### src/rtl/mccpu_pkg.sv
// Shared definitions for the multi-cycle MIPS control path: state encodings,
// opcodes, datapath mux select codes and the control word carried to the
// datapath. The datapath muxes and the control FSM both import this package.
package mccpu_pkg;

    // FSM state encodings
    localparam logic [3:0] S_IF    = 4'd0;
    localparam logic [3:0] S_ID    = 4'd1;
    localparam logic [3:0] S_MADDR = 4'd2;
    localparam logic [3:0] S_MRD   = 4'd3;
    localparam logic [3:0] S_WBL   = 4'd4;
    localparam logic [3:0] S_MWR   = 4'd5;
    localparam logic [3:0] S_EXR   = 4'd6;
    localparam logic [3:0] S_WBR   = 4'd7;
    localparam logic [3:0] S_BR    = 4'd8;
    localparam logic [3:0] S_JMP   = 4'd9;
    localparam logic [3:0] S_EXI   = 4'd10;
    localparam logic [3:0] S_WBI   = 4'd11;
    localparam logic [3:0] S_TRAP  = 4'd12;

    // Opcodes
    localparam logic [5:0] OP_RTYPE = 6'h00;
    localparam logic [5:0] OP_J     = 6'h02;
    localparam logic [5:0] OP_BEQ   = 6'h04;
    localparam logic [5:0] OP_ADDI  = 6'h08;
    localparam logic [5:0] OP_LW    = 6'h23;
    localparam logic [5:0] OP_SW    = 6'h2B;

    // ALU B operand select
    localparam logic [1:0] ALUB_REG   = 2'b00;
    localparam logic [1:0] ALUB_FOUR  = 2'b01;
    localparam logic [1:0] ALUB_IMM   = 2'b10;
    localparam logic [1:0] ALUB_IMMSH = 2'b11;

    // ALU operation
    localparam logic [1:0] ALUOP_ADD   = 2'b00;
    localparam logic [1:0] ALUOP_SUB   = 2'b01;
    localparam logic [1:0] ALUOP_FUNCT = 2'b10;

    // PC source select
    localparam logic [1:0] PCSRC_ALU    = 2'b00;
    localparam logic [1:0] PCSRC_ALUOUT = 2'b01;
    localparam logic [1:0] PCSRC_JUMP   = 2'b10;
    localparam logic [1:0] PCSRC_EXC    = 2'b11;

    // Datapath control word (the trap flag travels separately because it
    // only exists when the illegal-opcode trap is built in)
    typedef struct packed {
        logic       pc_write;
        logic       pc_write_cond;
        logic       iord;
        logic       mem_read;
        logic       mem_write;
        logic       ir_write;
        logic       mem_to_reg;
        logic       reg_dst;
        logic       reg_write;
        logic       alu_src_a;
        logic [1:0] alu_src_b;
        logic [1:0] alu_op;
        logic [1:0] pc_source;
    } ctrl_t;

endpackage

### src/rtl/mccpu_ctrl_decode.sv
// Combinational state -> control word decoder for the multi-cycle control FSM.
// Optional macro MCCPU_ILLEGAL_TRAP_EN adds the TRAP state decode and the
// exc_trap_o output.
module mccpu_ctrl_decode
    import mccpu_pkg::*;
#(
    parameter int ST_W = 4
) (
    input  logic [ST_W-1:0] state_i,
`ifdef MCCPU_ILLEGAL_TRAP_EN
    output logic            exc_trap_o,
`endif
    output ctrl_t           ctrl_o
);

    // Moore decode: every control bit is a function of the state alone
    always_comb begin
        ctrl_o = '0;
`ifdef MCCPU_ILLEGAL_TRAP_EN
        exc_trap_o = 1'b0;
`endif
        case (state_i)
            ST_W'(S_IF): begin
                ctrl_o.mem_read  = 1'b1;
                ctrl_o.ir_write  = 1'b1;
                ctrl_o.pc_write  = 1'b1;
                ctrl_o.alu_src_b = ALUB_FOUR;
            end
            ST_W'(S_ID): begin
                // branch target is precomputed while the opcode decodes
                ctrl_o.alu_src_b = ALUB_IMMSH;
            end
            ST_W'(S_MADDR), ST_W'(S_EXI): begin
                ctrl_o.alu_src_a = 1'b1;
                ctrl_o.alu_src_b = ALUB_IMM;
            end
            ST_W'(S_MRD): begin
                ctrl_o.mem_read = 1'b1;
                ctrl_o.iord     = 1'b1;
            end
            ST_W'(S_MWR): begin
                ctrl_o.mem_write = 1'b1;
                ctrl_o.iord      = 1'b1;
            end
            ST_W'(S_WBL): begin
                ctrl_o.reg_write  = 1'b1;
                ctrl_o.mem_to_reg = 1'b1;
            end
            ST_W'(S_EXR): begin
                ctrl_o.alu_src_a = 1'b1;
                ctrl_o.alu_op    = ALUOP_FUNCT;
            end
            ST_W'(S_WBR): begin
                ctrl_o.reg_write = 1'b1;
                ctrl_o.reg_dst   = 1'b1;
            end
            ST_W'(S_WBI): begin
                ctrl_o.reg_write = 1'b1;
            end
            ST_W'(S_BR): begin
                ctrl_o.alu_src_a     = 1'b1;
                ctrl_o.alu_op        = ALUOP_SUB;
                ctrl_o.pc_write_cond = 1'b1;
                ctrl_o.pc_source     = PCSRC_ALUOUT;
            end
            ST_W'(S_JMP): begin
                ctrl_o.pc_write  = 1'b1;
                ctrl_o.pc_source = PCSRC_JUMP;
            end
`ifdef MCCPU_ILLEGAL_TRAP_EN
            ST_W'(S_TRAP): begin
                ctrl_o.pc_write  = 1'b1;
                ctrl_o.pc_source = PCSRC_EXC;
                exc_trap_o       = 1'b1;
            end
`endif
            default: ;
        endcase
    end

endmodule

### src/rtl/multicycle_ctrl_fsm.sv
// Main control FSM of the multi-cycle MIPS CPU: holds the state register and
// next-state logic; the control word is decoded from state by
// mccpu_ctrl_decode. All controls are held at 0 while reset is high.
// Optional macro MCCPU_ILLEGAL_TRAP_EN: undefined opcodes go to TRAP and the
// ExcTrap port is present; otherwise they fall back to IF as a NOP.
module multicycle_ctrl_fsm
    import mccpu_pkg::*;
#(
    parameter int OP_W = 6,
    parameter int ST_W = 4
) (
    input  logic            clk,
    input  logic            reset,
    input  logic [OP_W-1:0] OpCode,
    output logic            PCWrite,
    output logic            PCWriteCond,
    output logic            IorD,
    output logic            MemRead,
    output logic            MemWrite,
    output logic            IRWrite,
    output logic            MemtoReg,
    output logic            RegDst,
    output logic            RegWrite,
    output logic            ALUSrcA,
    output logic [1:0]      ALUSrcB,
    output logic [1:0]      ALUOp,
    output logic [1:0]      PCSource,
`ifdef MCCPU_ILLEGAL_TRAP_EN
    output logic            ExcTrap,
`endif
    output logic [ST_W-1:0] State
);

    logic [ST_W-1:0] state_q, state_d;
    ctrl_t           ctrl_raw, ctrl;

    // Next-state: one cycle per state; OpCode is stable from ID onward
    always_comb begin
        state_d = ST_W'(S_IF);
        case (state_q)
            ST_W'(S_IF): state_d = ST_W'(S_ID);
            ST_W'(S_ID): begin
                case (OpCode)
                    OP_W'(OP_LW),
                    OP_W'(OP_SW):    state_d = ST_W'(S_MADDR);
                    OP_W'(OP_RTYPE): state_d = ST_W'(S_EXR);
                    OP_W'(OP_ADDI):  state_d = ST_W'(S_EXI);
                    OP_W'(OP_BEQ):   state_d = ST_W'(S_BR);
                    OP_W'(OP_J):     state_d = ST_W'(S_JMP);
`ifdef MCCPU_ILLEGAL_TRAP_EN
                    default:         state_d = ST_W'(S_TRAP);
`else
                    default:         state_d = ST_W'(S_IF);
`endif
                endcase
            end
            ST_W'(S_MADDR): state_d = (OpCode == OP_W'(OP_LW)) ? ST_W'(S_MRD)
                                                              : ST_W'(S_MWR);
            ST_W'(S_MRD):   state_d = ST_W'(S_WBL);
            ST_W'(S_EXR):   state_d = ST_W'(S_WBR);
            ST_W'(S_EXI):   state_d = ST_W'(S_WBI);
            // final states, TRAP and unused encodings all return to fetch
            default:        state_d = ST_W'(S_IF);
        endcase
    end

    // State register with synchronous reset; reset aborts any instruction
    always_ff @(posedge clk) begin
        if (reset) state_q <= ST_W'(S_IF);
        else       state_q <= state_d;
    end

`ifdef MCCPU_ILLEGAL_TRAP_EN
    logic exc_trap_raw;
`endif

    mccpu_ctrl_decode #(.ST_W(ST_W)) u_decode (
        .state_i    (state_q),
`ifdef MCCPU_ILLEGAL_TRAP_EN
        .exc_trap_o (exc_trap_raw),
`endif
        .ctrl_o     (ctrl_raw)
    );

    // Squash every enable while reset is high so nothing writes during reset
    always_comb begin
        ctrl = reset ? '0 : ctrl_raw;
    end

    assign PCWrite     = ctrl.pc_write;
    assign PCWriteCond = ctrl.pc_write_cond;
    assign IorD        = ctrl.iord;
    assign MemRead     = ctrl.mem_read;
    assign MemWrite    = ctrl.mem_write;
    assign IRWrite     = ctrl.ir_write;
    assign MemtoReg    = ctrl.mem_to_reg;
    assign RegDst      = ctrl.reg_dst;
    assign RegWrite    = ctrl.reg_write;
    assign ALUSrcA     = ctrl.alu_src_a;
    assign ALUSrcB     = ctrl.alu_src_b;
    assign ALUOp       = ctrl.alu_op;
    assign PCSource    = ctrl.pc_source;
`ifdef MCCPU_ILLEGAL_TRAP_EN
    assign ExcTrap     = exc_trap_raw & ~reset;
`endif
    assign State       = state_q;

endmodule

### config.mk
export PLATFORM = sky130hd
export DESIGN_NAME = multicycle_ctrl_fsm
export DESIGN_NICKNAME = d
export VERILOG_FILES = /design/src/rtl/mccpu_pkg.sv /design/src/rtl/mccpu_ctrl_decode.sv /design/src/rtl/multicycle_ctrl_fsm.sv
export SDC_FILE = /design/constraint.sdc
export NUM_CORES = 1
export LEC_CHECK = 0
export ABC_AREA = 1
export CAP_MARGIN = 30
export CORE_AREA = 2 2 39 41
export CTS_CLUSTER_DIAMETER = 40
export CTS_CLUSTER_SIZE = 16
export DETAILED_ROUTE_END_ITERATION = 12
export DIE_AREA = 0 0 41 43
export GPL_ROUTABILITY_DRIVEN = 0
export PLACE_DENSITY = 0.76
export SYNTH_ARGS = -nofsm -noshare
export SYNTH_HDL_FRONTEND = slang
export SYNTH_SLANG_ARGS = --single-unit
### constraint.sdc
create_clock -name clk -period 3.41 [get_ports clk]
set_input_delay 0.682 -clock clk [delete_from_list [all_inputs] [get_ports clk]]
set_output_delay 0.682 -clock clk [all_outputs]
set_load 0.05 [all_outputs]
==> metrics.txt, run 1 <==
crit path DAT 2.30 ns; Avg WL per Cell 9.290 um; Required @ worst endpoint 2.73 ns; slew margin rel. 0.6640; measured slew at the worst slew-check pin 0.5024 ns; via count 620; most used cell, CP clkdlybuf4s50_1; pwr dens 233.0 mW/mm^2; Peak VDD IR 0.0001497 V; CP Class primary input to output port; antenna violations before repair 0; Leak Pwr 0.3710 nW; placed cells 128; # DRC 0; crit end category output port; slowest cell delay on critical path 0.83 ns; CORE AREA 0.001384 sq mm; H-tree Lvls 1; fin. max-slew vios 0; via-per-instance ratio 4.733; first-pass GRT wire length 1883 um; CTS tree yes; final critical-path share of the clock period 0.8757; CTS Buffer Depth 2; DP Wirelength 1052 um; Buf/Inv on CP 2; layout overhead on the synthesized area 57.98%; cts hold-fix bufs 0; Port-buffer cells 27; syn avg cell area 5.407 sq um; delay-heaviest family, CP buffers and inverters; status finished, final reports clean; DR pass1 iterations 4; clock latency on the worst-skew pair 0.23 ns; RSZ-0062 raised after global routing no; final worst setup slack 0.4240 ns; Worst Hold Class flip-flop to flip-flop; register bit total from synthesis 4; post-CTS setup buffers 0; Startpoint Class primary input; CTS buffer count 3; initial drt markers 4; max reg flops 4; Post-Syn Nets 95; final WL 1217 um; clock slew at reported path FFs 0.03 ns; maxcap violations 0; largest net degree at the start of global routing 10; Antenna Nets Post-Route 0; Crit-path slowest cell clkdlybuf4s50_1; synthesized area 470.5 sq um; # diodes 0; yosys warns 0; minimum clock period 2.986 ns; final core occ 0.5371; maximum clock frequency 334.9 MHz; Clock Tree Root clkbuf_4; Clock Skews 0.001043 ns; Clock Sink Count 4; layout net count 125; Post-CTS Resized 0; vias in the first global route 522; CP Cell Sequence clkdlybuf4s50_1 -> nor3_1 -> clkdlybuf4s50_1; GR Util All Layers 0.1476; die area 0.001763 sq mm; Initial Util 0.3400; register area share after synthesis 0.1702; Final Hold Vio Count 0; Die Wd 41 um; setup tns final 0 ns; fin cells 131; Synth cell types 20; Power, Total 173.2 uW; Remaining Overflow, GRT 0; critical path peak fanout 9; Final setup viols 0; Cells after Synth 87; die extent in y 43 um; share of cells above drive strength 1 0.2261; I/O pin count 28; worst slack at placement 0.4246 ns; Cell Rows 14
==> worst register-to-register path: stages, from the launching register on <==
cell and delay [ns]:
dfxtp_1 0.48, nand2_2 0.16, nor2_4 0.19, nand4_1 0.12
a21oi_1 0.13
==> synthesized netlist by cell type <==
master	number	area, sq um
dfxtp_1	4	80.08
nand4_1	1	6.260
nand2_1	20	75.07
nand3b_1	3	22.52
nand2_2	2	12.51
o21ai_0	1	5.000
nor2_2	2	12.51
inv_1	8	30.03
buf_4	1	7.510
o21ai_1	1	5.000
nor2_1	20	75.07
and2_4	1	8.760
nand3_1	5	25.02
buf_2	1	5.000
nand3_2	1	10.01
a21oi_1	6	30.03
inv_2	4	15.01
nor2_4	2	22.52
nor3_1	2	10.01
o22ai_1	2	12.51
==> per-stage QoR <==
step / cell area, sq um / hold slack [ns]
after floorplan: 470.5 / 0.7604
after global placement: 720.7 / 0.5775
after detailed placement: 720.7 / 0.5865
after CTS: 743.2 / 0.5933
after global routing: 743.2 / 0.6316
final: 743.2 / 0.5940
==> cells in the final DEF, fill, tap and decap left out <==
master | Yosys | final
buf_4 | 1 | 11
o21ai_1 | 1 | 1
nand2_1 | 20 | 20
nand4_1 | 1 | 1
nand2_2 | 2 | 2
nand3_1 | 5 | 5
nor2_2 | 2 | 2
a21oi_1 | 6 | 6
o22ai_1 | 2 | 2
nor2_4 | 2 | 2
nor3_1 | 2 | 2
inv_1 | 8 | 8
nor2_1 | 20 | 20
dfxtp_1 | 4 | 4
nand3_2 | 1 | 1
nand3b_1 | 3 | 3
clkdlybuf4s50_1 | 0 | 16
clkbuf_4 | 0 | 3
o21ai_0 | 1 | 1
inv_2 | 4 | 4
and2_4 | 1 | 1
==> routing by layer <==
metal | vias to the layer above | share of wire | track usage
li1 | 332 | - | -
met1 | 260 | 0.38 | 0.1447
met2 | 26 | 0.51 | 0.2906
met3 | 2 | 0.092 | 0
met4 | 0 | 0.014 | 0.06000
met5 | - | 0 | 0
==> worst paths after layout <==
check                           cells past startpoint          to  slack [ns]      from
worst min-delay path                                1    State[0]        0.59  State[0]
worst max register to register                      4    State[0]        2.25  State[0]
worst min register to register                      1    State[0]        0.59  State[0]
worst max-delay path                                3  ALUSrcB[0]        0.42     reset
==> cell families (layout without fill, tap and decap cells) <==
logic type             after synthesis  count (layout)  synth area share
and+or+nand+nor                     59              59            0.5957
DFF                                  4               4            0.1702
buffers and inverters               14              42            0.1223
AOI/OAI and AO/OA                   10              10            0.1117
==> layout make-up <==
class	instances	area, sq um
multi-input combinational	69	332.8
sequential	4	80.08
clock buffer	3	22.52
inverter	12	45.04
fill	150	640.6
timing repair buffer	27	242.7
tap	16	20.02
==> power breakdown <==
part	total (mW)	switching (mW)	internal, mW
registers	0.0511	0.00274	0.0484
clock network	0.0570	0.0177	0.0392
logic	0.0651	0.0417	0.0234
Note: power is estimated with default switching activity, not from simulation.
==> run 2: changes to the inputs <==
--- a/config.mk
+++ b/config.mk
@@ -13,6 +13,7 @@
 export DETAILED_ROUTE_END_ITERATION = 12
 export DIE_AREA = 0 0 41 43
 export GPL_ROUTABILITY_DRIVEN = 0
+export MAX_ROUTING_LAYER = met4
 export PLACE_DENSITY = 0.76
 export SYNTH_ARGS = -nofsm -noshare
 export SYNTH_HDL_FRONTEND = slang
==> metrics.txt, run 2 (synthesis gave the netlist of run 1 again) <==
initial drt markers 4 (unchanged); Die Wd 41 um (unchanged); critical path peak fanout 9 (unchanged); minimum clock period 2.983 ns (was 2.986 ns); I/O pin count 28 (unchanged); Reg-to-Reg Start State[0] (unchanged); crit end category output port (unchanged); Cell Rows 14 (unchanged); Startpoint Class primary input (unchanged); fin. max-slew vios 0 (unchanged); Clock Tree Root clkbuf_4 (unchanged); slew margin rel. 0.6640 (unchanged); Reg2Reg Depth 4 (unchanged); DP Wirelength 1052 um (unchanged); CP Cell Sequence clkdlybuf4s50_1 -> nor3_1 -> clkdlybuf4s50_1 (unchanged); via count 620 (unchanged); die area 0.001763 sq mm (unchanged); vias in the first global route 523 (was 522); setup tns final 0 ns (unchanged); status finished, final reports clean (unchanged); FF-to-FF End State[0] (unchanged); Peak VDD IR 0.0001495 V (was 0.0001497 V); slowest cell delay on critical path 0.83 ns (about the same); Leak Pwr 0.3710 nW (unchanged); delay-heaviest family, CP buffers and inverters (unchanged); antenna violations before repair 0 (unchanged); via-per-instance ratio 4.733 (unchanged); largest net degree at the start of global routing 10 (unchanged); Critical Path Source reset (unchanged); Initial Util 0.3400 (unchanged); GR Util All Layers 0.1502 (was 0.1476); Power, Total 173.1 uW (was 173.2 uW); Fill cells 150 (unchanged); Clock Skews 0.001042 ns (was 0.001043 ns); DR pass1 iterations 4 (unchanged); most frequent cells in the layout nor2_1 (20), nand2_1 (20), clkdlybuf4s50_1 (16) (unchanged); # diodes 0 (unchanged); cts hold-fix bufs 0 (unchanged); Clock Sink Count 4 (unchanged); Avg WL per Cell 9.260 um (was 9.290 um); Worst Hold Class flip-flop to flip-flop (unchanged); maximum clock frequency 335.2 MHz (was 334.9 MHz); clock latency on the worst-skew pair 0.23 ns (about the same); CTS tree yes (unchanged); most used cell, CP clkdlybuf4s50_1 (unchanged); final critical-path share of the clock period 0.8748 (was 0.8757); Crit-path slowest cell clkdlybuf4s50_1 (unchanged); Post-CTS Resized 0 (unchanged); post-CTS setup buffers 0 (unchanged); Required @ worst endpoint 2.73 ns (about the same); WP depth 3 (unchanged); Final Hold Vio Count 0 (unchanged); Remaining Overflow, GRT 0 (unchanged); Worst R2R Setup Slack 2.25 ns (about the same); H-tree Lvls 1 (unchanged); CP Class primary input to output port (unchanged); Final setup viols 0 (unchanged); pwr dens 232.9 mW/mm^2 (was 233.0 mW/mm^2); Antenna Nets Post-Route 0 (unchanged); RSZ-0062 raised after global routing no (unchanged); Buf/Inv on CP 2 (unchanged); share of cells above drive strength 1 0.2261 (unchanged); CTS Buffer Depth 2 (unchanged); layout overhead on the synthesized area 57.98% (unchanged); CORE AREA 0.001384 sq mm (unchanged); # DRC 0 (unchanged); die extent in y 43 um (unchanged); first-pass GRT wire length 1869 um (was 1883 um); final WL 1213 um (was 1217 um); max reg flops 4 (unchanged); layout net count 125 (unchanged); maxcap violations 0 (unchanged); Setup crit end ALUSrcB[0] (unchanged); crit path DAT 2.30 ns (about the same); measured slew at the worst slew-check pin 0.5024 ns (about the same); CTS buffer count 3 (unchanged); Port-buffer cells 27 (unchanged); clock slew at reported path FFs 0.03 ns (about the same)
==> run 2: cell counts in the layout (fill, tap and decap cells not counted) <==
No cell type changed its count.
==> run 2: layer usage <==
layer  vias up  wire, um  part of all wire  global-route usage
met3         2       112             0.092                   0
li1        331         -                 -                   -
met2        26       621              0.51              0.2906
met5         -         0                 0                   -
met4         0        17             0.014             0.06000
met1       261       462              0.38              0.1415
==> run 2: how the worst min path moves through the flow <==
stage / startpoint / endpoint / cells after the start
2_1_floorplan: State[0] / State[0] / 1
3_3_place_gp: State[0] / State[0] / 1
3_5_place_dp: State[0] / State[0] / 1
4_1_cts: State[0] / State[0] / 1
5_1_grt: State[0] / State[0] / 1
6_report: State[0] / State[0] / 1
==> run 2: where the power goes <==
group / switching [mW] / internal, mW / total (mW)
clock: 0.0176 / 0.0392 / 0.0569
sequential: 0.00277 / 0.0484 / 0.0511
combinational: 0.0417 / 0.0234 / 0.0651
==> run 2: through the flow <==
step                setup slack (ns)  hold slack, ns  area, sq um    util  cells
CTS                           0.4220          0.5933        743.2  0.5371    131
global route                  0.3437          0.6316        743.2  0.5371    131
floorplan                     0.6446          0.7604        470.5       -     87
detailed placement            0.4246          0.5865        720.7  0.5208    128
finish                        0.4270          0.5961        743.2  0.5371    131
global placement              0.4306          0.5775        720.7  0.5208    128
==> run 2: final cells by class <==
cell class	instances	area, sq um	area share
clock buffer	3	22.52	0.03030
timing repair buffer	27	242.7	0.3266
inverter	12	45.04	0.06061
multi-input combinational	69	332.8	0.4478
tap	16	20.02	0.02694
sequential	4	80.08	0.1077
==> run 2: worst reg2reg max path: stages, from the launching register on <==
cell,delay [ns]
dfxtp_1,0.49
nand2_2,0.16
nor2_4,0.19
nand4_1,0.12
a21oi_1,0.13
==> run 3: changes to the inputs <==
--- a/config.mk
+++ b/config.mk
@@ -8,7 +8,6 @@
 export ABC_AREA = 1
 export CAP_MARGIN = 30
 export CORE_AREA = 2 2 39 41
-export CTS_CLUSTER_DIAMETER = 40
 export CTS_CLUSTER_SIZE = 16
 export DETAILED_ROUTE_END_ITERATION = 12
 export DIE_AREA = 0 0 41 43
==> results of run 3 <==
Same layout as run 2: the final DEF is identical, and so are final timing and power.
